### src/rtl/reg_debug_pkg.sv
// Shared definitions for the register-file debug port: default widths,
// command opcode encoding and controller state enum.
package reg_debug_pkg;

  localparam int unsigned DEF_DATA_W = 8;
  localparam int unsigned DEF_ADDR_W = 4;

  localparam logic OP_DUMP = 1'b0;
  localparam logic OP_LOAD = 1'b1;

  typedef enum logic [1:0] {
    IDLE = 2'd0,
    DUMP = 2'd1,
    LOAD = 2'd2,
    DONE = 2'd3
  } state_t;

endpackage

### src/rtl/reg_debug_port.sv
// Debug initiator for the CPU register file: halts the CPU and dumps a register
// range onto a valid/ready stream, or loads a range from an incoming stream.
module reg_debug_port
  import reg_debug_pkg::*;
#(
  parameter int unsigned DATA_W = DEF_DATA_W,
  parameter int unsigned ADDR_W = DEF_ADDR_W
) (
  input  logic              clk,
  input  logic              rst,
  input  logic              i_cmd_valid,
  output logic              o_cmd_ready,
  input  logic              i_cmd_op,
  input  logic [ADDR_W-1:0] i_cmd_adr,
  input  logic [ADDR_W:0]   i_cmd_count,
  output logic [ADDR_W-1:0] o_rf_read_adr,
  input  logic [DATA_W-1:0] i_rf_read_data,
  output logic              o_rf_write_en,
  output logic [ADDR_W-1:0] o_rf_write_adr,
  output logic [DATA_W-1:0] o_rf_write_data,
  output logic              o_out_valid,
  input  logic              i_out_ready,
  output logic [ADDR_W-1:0] o_out_adr,
  output logic [DATA_W-1:0] o_out_data,
  input  logic              i_in_valid,
  output logic              o_in_ready,
  input  logic [DATA_W-1:0] i_in_data,
  output logic              o_cpu_halt,
  output logic              o_done
);

  localparam int unsigned CNT_W = ADDR_W + 1;

  state_t            r_state;
  state_t            w_state_nxt;
  logic [ADDR_W-1:0] r_cur_adr;
  logic [ADDR_W-1:0] w_cur_adr_nxt;
  logic [CNT_W-1:0]  r_remaining;
  logic [CNT_W-1:0]  w_remaining_nxt;
  logic              w_last;

  // State register and transfer counters.
  always_ff @(posedge clk) begin
    if (rst) begin
      r_state     <= IDLE;
      r_cur_adr   <= '0;
      r_remaining <= '0;
    end else begin
      r_state     <= w_state_nxt;
      r_cur_adr   <= w_cur_adr_nxt;
      r_remaining <= w_remaining_nxt;
    end
  end

  assign w_last = (r_remaining == CNT_W'(1));

  // Next-state, counter update and stream/register-file handshake decode.
  always_comb begin
    w_state_nxt     = r_state;
    w_cur_adr_nxt   = r_cur_adr;
    w_remaining_nxt = r_remaining;
    o_cmd_ready     = 1'b0;
    o_out_valid     = 1'b0;
    o_out_adr       = '0;
    o_out_data      = '0;
    o_in_ready      = 1'b0;
    o_rf_write_en   = 1'b0;
    o_rf_write_adr  = '0;
    o_rf_write_data = '0;
    o_done          = 1'b0;

    case (r_state)
      IDLE: begin
        o_cmd_ready = 1'b1;
        if (i_cmd_valid) begin
          w_cur_adr_nxt   = i_cmd_adr;
          w_remaining_nxt = i_cmd_count;
          if (i_cmd_count == '0)       w_state_nxt = DONE;
          else if (i_cmd_op == OP_LOAD) w_state_nxt = LOAD;
          else                          w_state_nxt = DUMP;
        end
      end
      DUMP: begin
        o_out_valid = 1'b1;
        o_out_adr   = r_cur_adr;
        o_out_data  = i_rf_read_data;
        if (i_out_ready) begin
          w_cur_adr_nxt   = r_cur_adr + ADDR_W'(1);
          w_remaining_nxt = r_remaining - CNT_W'(1);
          if (w_last) w_state_nxt = DONE;
        end
      end
      LOAD: begin
        o_in_ready      = 1'b1;
        o_rf_write_en   = i_in_valid;
        o_rf_write_adr  = r_cur_adr;
        o_rf_write_data = i_in_data;
        if (i_in_valid) begin
          w_cur_adr_nxt   = r_cur_adr + ADDR_W'(1);
          w_remaining_nxt = r_remaining - CNT_W'(1);
          if (w_last) w_state_nxt = DONE;
        end
      end
      DONE: begin
        o_done      = 1'b1;
        w_state_nxt = IDLE;
      end
      default: w_state_nxt = IDLE;
    endcase
  end

  assign o_rf_read_adr = r_cur_adr;
  assign o_cpu_halt    = (r_state != IDLE);

endmodule

### config.mk
export PLATFORM = sky130hd
export DESIGN_NAME = reg_debug_port
export DESIGN_NICKNAME = d
export VERILOG_FILES = /design/src/rtl/reg_debug_pkg.sv /design/src/rtl/reg_debug_port.sv
export SDC_FILE = /design/constraint.sdc
export NUM_CORES = 1
export LEC_CHECK = 0
export ABC_AREA = 1
export CAP_MARGIN = 40
export CORE_UTILIZATION = 23
export CTS_CLUSTER_DIAMETER = 60
export DETAILED_ROUTE_END_ITERATION = 16
export GPL_TIMING_DRIVEN = 0
export MAX_ROUTING_LAYER = met4
export SETUP_SLACK_MARGIN = 0.5
export SLEW_MARGIN = 20
export SYNTH_ARGS = -nofsm -noshare
export SYNTH_HDL_FRONTEND = slang
export SYNTH_SLANG_ARGS = --single-unit
### constraint.sdc
create_clock -name clk -period 4.2 [get_ports clk]
set_input_delay 0.84 -clock clk [delete_from_list [all_inputs] [get_ports clk]]
set_output_delay 0.84 -clock clk [all_outputs]
set_load 0.02 [all_outputs]
==> flow_metrics.tcl <==
set metrics [dict create \
    root_buffer "clkbuf_8" \
    period_share 0.697 \
    antenna_found_initial 0 \
    synth_top_family_by_area "simple AND/OR/NAND/NOR gates" \
    yosys.area_share.adder 0.103 \
    critPathBufInv 4 \
    critPathMaxStageDelay_ns 0.59 \
    setup_viol 0 \
    synth.area.top_cells "dfxtp_1, nand2_1, inv_1" \
    synth.area.mux_share 0.0103 \
    crit_chain "inv_1 -> ha_1 -> clkbuf_1 -> nand2_1 -> inv_1 -> clkdlybuf4s50_1" \
    cap_viol_max_count 0 \
    cts_buffer_depth 2 \
    hold_ws_ns 0.501 \
    wl_met2_mm 1.23 \
    fin_tns_setup_ns 0 \
    syn-num-nets 210 \
    crit_arrival_ns 2.09 \
    synth_area_per_cell_um2 5.69 \
    ys_seq_area_frac 0.226 \
    p_leak_nw 0.928 \
    cts_tree "done" \
    power_density_nw_per_um2 550 \
    synth_compound_area_frac 0.100 \
    grt_util_all_layers 0.132 \
    die_h_um 67.1 \
    initial_utilization 0.242 \
    synth_xor_area_frac 0.00900 \
    skew_ns 0.000798 \
    postCtsSetupBuffers 0 \
    wl_per_cell_um 9.43 \
    drt_first_pass_iters 4 \
    worstMarginPinSlew_ns 0.431 \
    grt.overflow.total 0 \
    dieArea_um2 4500 \
    fmax_mhz 341 \
    switching_power_w 0.000449 \
    p_seq_frac 0.201 \
    crit_type "flip-flop to primary output" \
    slowest_stage "clkdlybuf4s50_1" \
    gp_congestion 0.731 \
    syn_to_final_growth_pct 76.9 \
    die_x_um 67.1 \
    rsz0062_at_grt "false" \
    ctsResizeCount 0 \
    num_vias 1156 \
    end_kind "primary output" \
    clk_transition_reported_paths_ns 0.05 \
    drt-met1-wl_mm 1.22 \
    cts_hold_buf 0 \
    postSynthCellCount 171 \
    layout_commonest_cell "clkdlybuf4s50_1" \
    drive_gt1_frac 0.0418 \
    timing.final.crit_period_ns 2.93 \
    worstPathRequired_ns 3.36 \
    cp-start-kind "flip-flop" \
    grt_pass1_vias 1035 \
    critPathMostFrequentCell "inv_1" \
    clkPwrFrac 0.113 \
    routed_via_density 4.00 \
    numCtsBuffers 3 \
    cts.sinks 11 \
    drt-initial-drc-count 31 \
    synth_area_um2 973 \
    ys_types 24 \
    ios 65 \
    drc 0 \
    hpwl_mm 2.19 \
    pre_cts_ws_ns 1.33 \
    ys_ff_latch 11 \
    p_int_w 0.000498 \
    yosys.area.top_type "dfxtp_1" \
    port_buffers 64 \
    yosys_warnings 0 \
    fin_nets 279 \
    detail_route.wirelength_mm 2.72 \
    grt_pass1_wl_mm 4.37 \
    final_cell_mix "clkdlybuf4s50_1, nand2_1, inv_1" \
    hold_violations 0 \
    yosysTopAreaCellShare 0.226 \
    drtAntennaViolNets 0 \
    rows 23 \
    outcome "finished clean" \
    wl_met3_um 242 \
    final_max_slew_viol_count 0 \
    grt_max_degree 11 \
    fin_ws_ns 1.27 \
    critPathMaxFanout 10 \
    swShare 0.474 \
    worstSkewPairLatency_ns 0.24 \
    synthSimpleGateAreaFrac 0.370 \
    crit_family "buffers and inverters" \
    hp-class "flip-flop to flip-flop" \
    highest_layer "met4" \
    vdd_drop_max_mv 0.180 \
    cts-htree-levels 1 \
    slew_headroom 0.713 \
    insertedDiodeCount 0 \
    pwr-share-comb 0.686 \
    core_um2 4030 \
]
## cell families (layout without fill, tap and decap cells)
family                     after synthesis  count (layout)
and+or+nand+nor                         88              88
buffers and inverters                   44             112
AOI/OAI and AO/OA                       18              18
DFF                                     11              11
adders and majority gates                8               8
xor gates and xnor gates                 1               1
muxes                                    1               1
## state kept, by name, summed over array words and instances (netlist names)
register,count
r_remaining,5
r_state,2
o_rf_read_adr,4
## metrics by stage
stage	utilization	cell area [µm²]	total power [W]	instances
after detailed placement	0.416	1680	0.000848	285
final	0.427	1720	0.000947	289
after floorplan	-	973	0.000607	171
after global placement	0.416	1680	0.000839	285
after CTS	0.427	1720	0.000957	289
after global routing	0.427	1720	0.00105	289
## cell type report
cell class,count,area (µm²)
Multi-Input combinational cell,116,577
Inverter,40,150
Sequential cell,11,220
Timing Repair Buffer,64,641
Fill cell,451,2310
Clock buffer,4,45.0
Tap cell,50,62.6
Buffer,4,26.3
## power by group through the flow
stage / combinational, W / clock [W] / sequential, W
final: 0.000650 / 0.000107 / 0.000190
after global routing: 0.000732 / 0.000114 / 0.000199
after CTS: 0.000657 / 0.000109 / 0.000192
after detailed placement: 0.000655 / 0 / 0.000194
after global placement: 0.000646 / 0 / 0.000193
after floorplan: 0.000409 / 0 / 0.000198
## synth_stat cells
library cell	instances
a21oi_1	6
a21oi_2	1
buf_4	1
buf_6	1
clkbuf_1	2
clkinv_1	1
dfxtp_1	11
ha_1	8
inv_1	39
mux2i_1	1
nand2_1	52
nand2_2	2
nand3_1	7
nand3b_1	2
nand4_1	1
nor2_1	21
nor2_2	1
nor3_1	1
o21a_1	1
o21ai_0	8
o21ai_1	1
o22ai_1	1
or2_2	1
xor2_1	1
## worst min-delay path, delay by kind of cell, from the launching register on
family / cells / cell delay [ns]
and+or+nand+nor: 1 / 0.07
AOI/OAI and AO/OA: 1 / 0.06
DFF: 1 / 0.32
## final timing paths
kind	start	endpoint	slack [ns]	cells after the start
setup / recovery	r_state[0]$_SDFFE_PP0P_	o_rf_write_data[5]	1.27	6
setup reg to reg	r_state[0]$_SDFFE_PP0P_	o_rf_read_adr[2]$_SDFFE_PP0P_	2.60	6
hold / removal	r_remaining[3]$_SDFFE_PP0P_	r_remaining[3]$_SDFFE_PP0P_	0.50	2
hold reg to reg	r_remaining[3]$_SDFFE_PP0P_	r_remaining[3]$_SDFFE_PP0P_	0.50	2
## per-layer routing
layer,vias up,global-route usage
met5,-,-
met1,463,0.144
met3,5,0.0308
met4,0,0.0505
met2,45,0.230
li1,643,-
No activity file was read; power rests on OpenSTA's default activity.
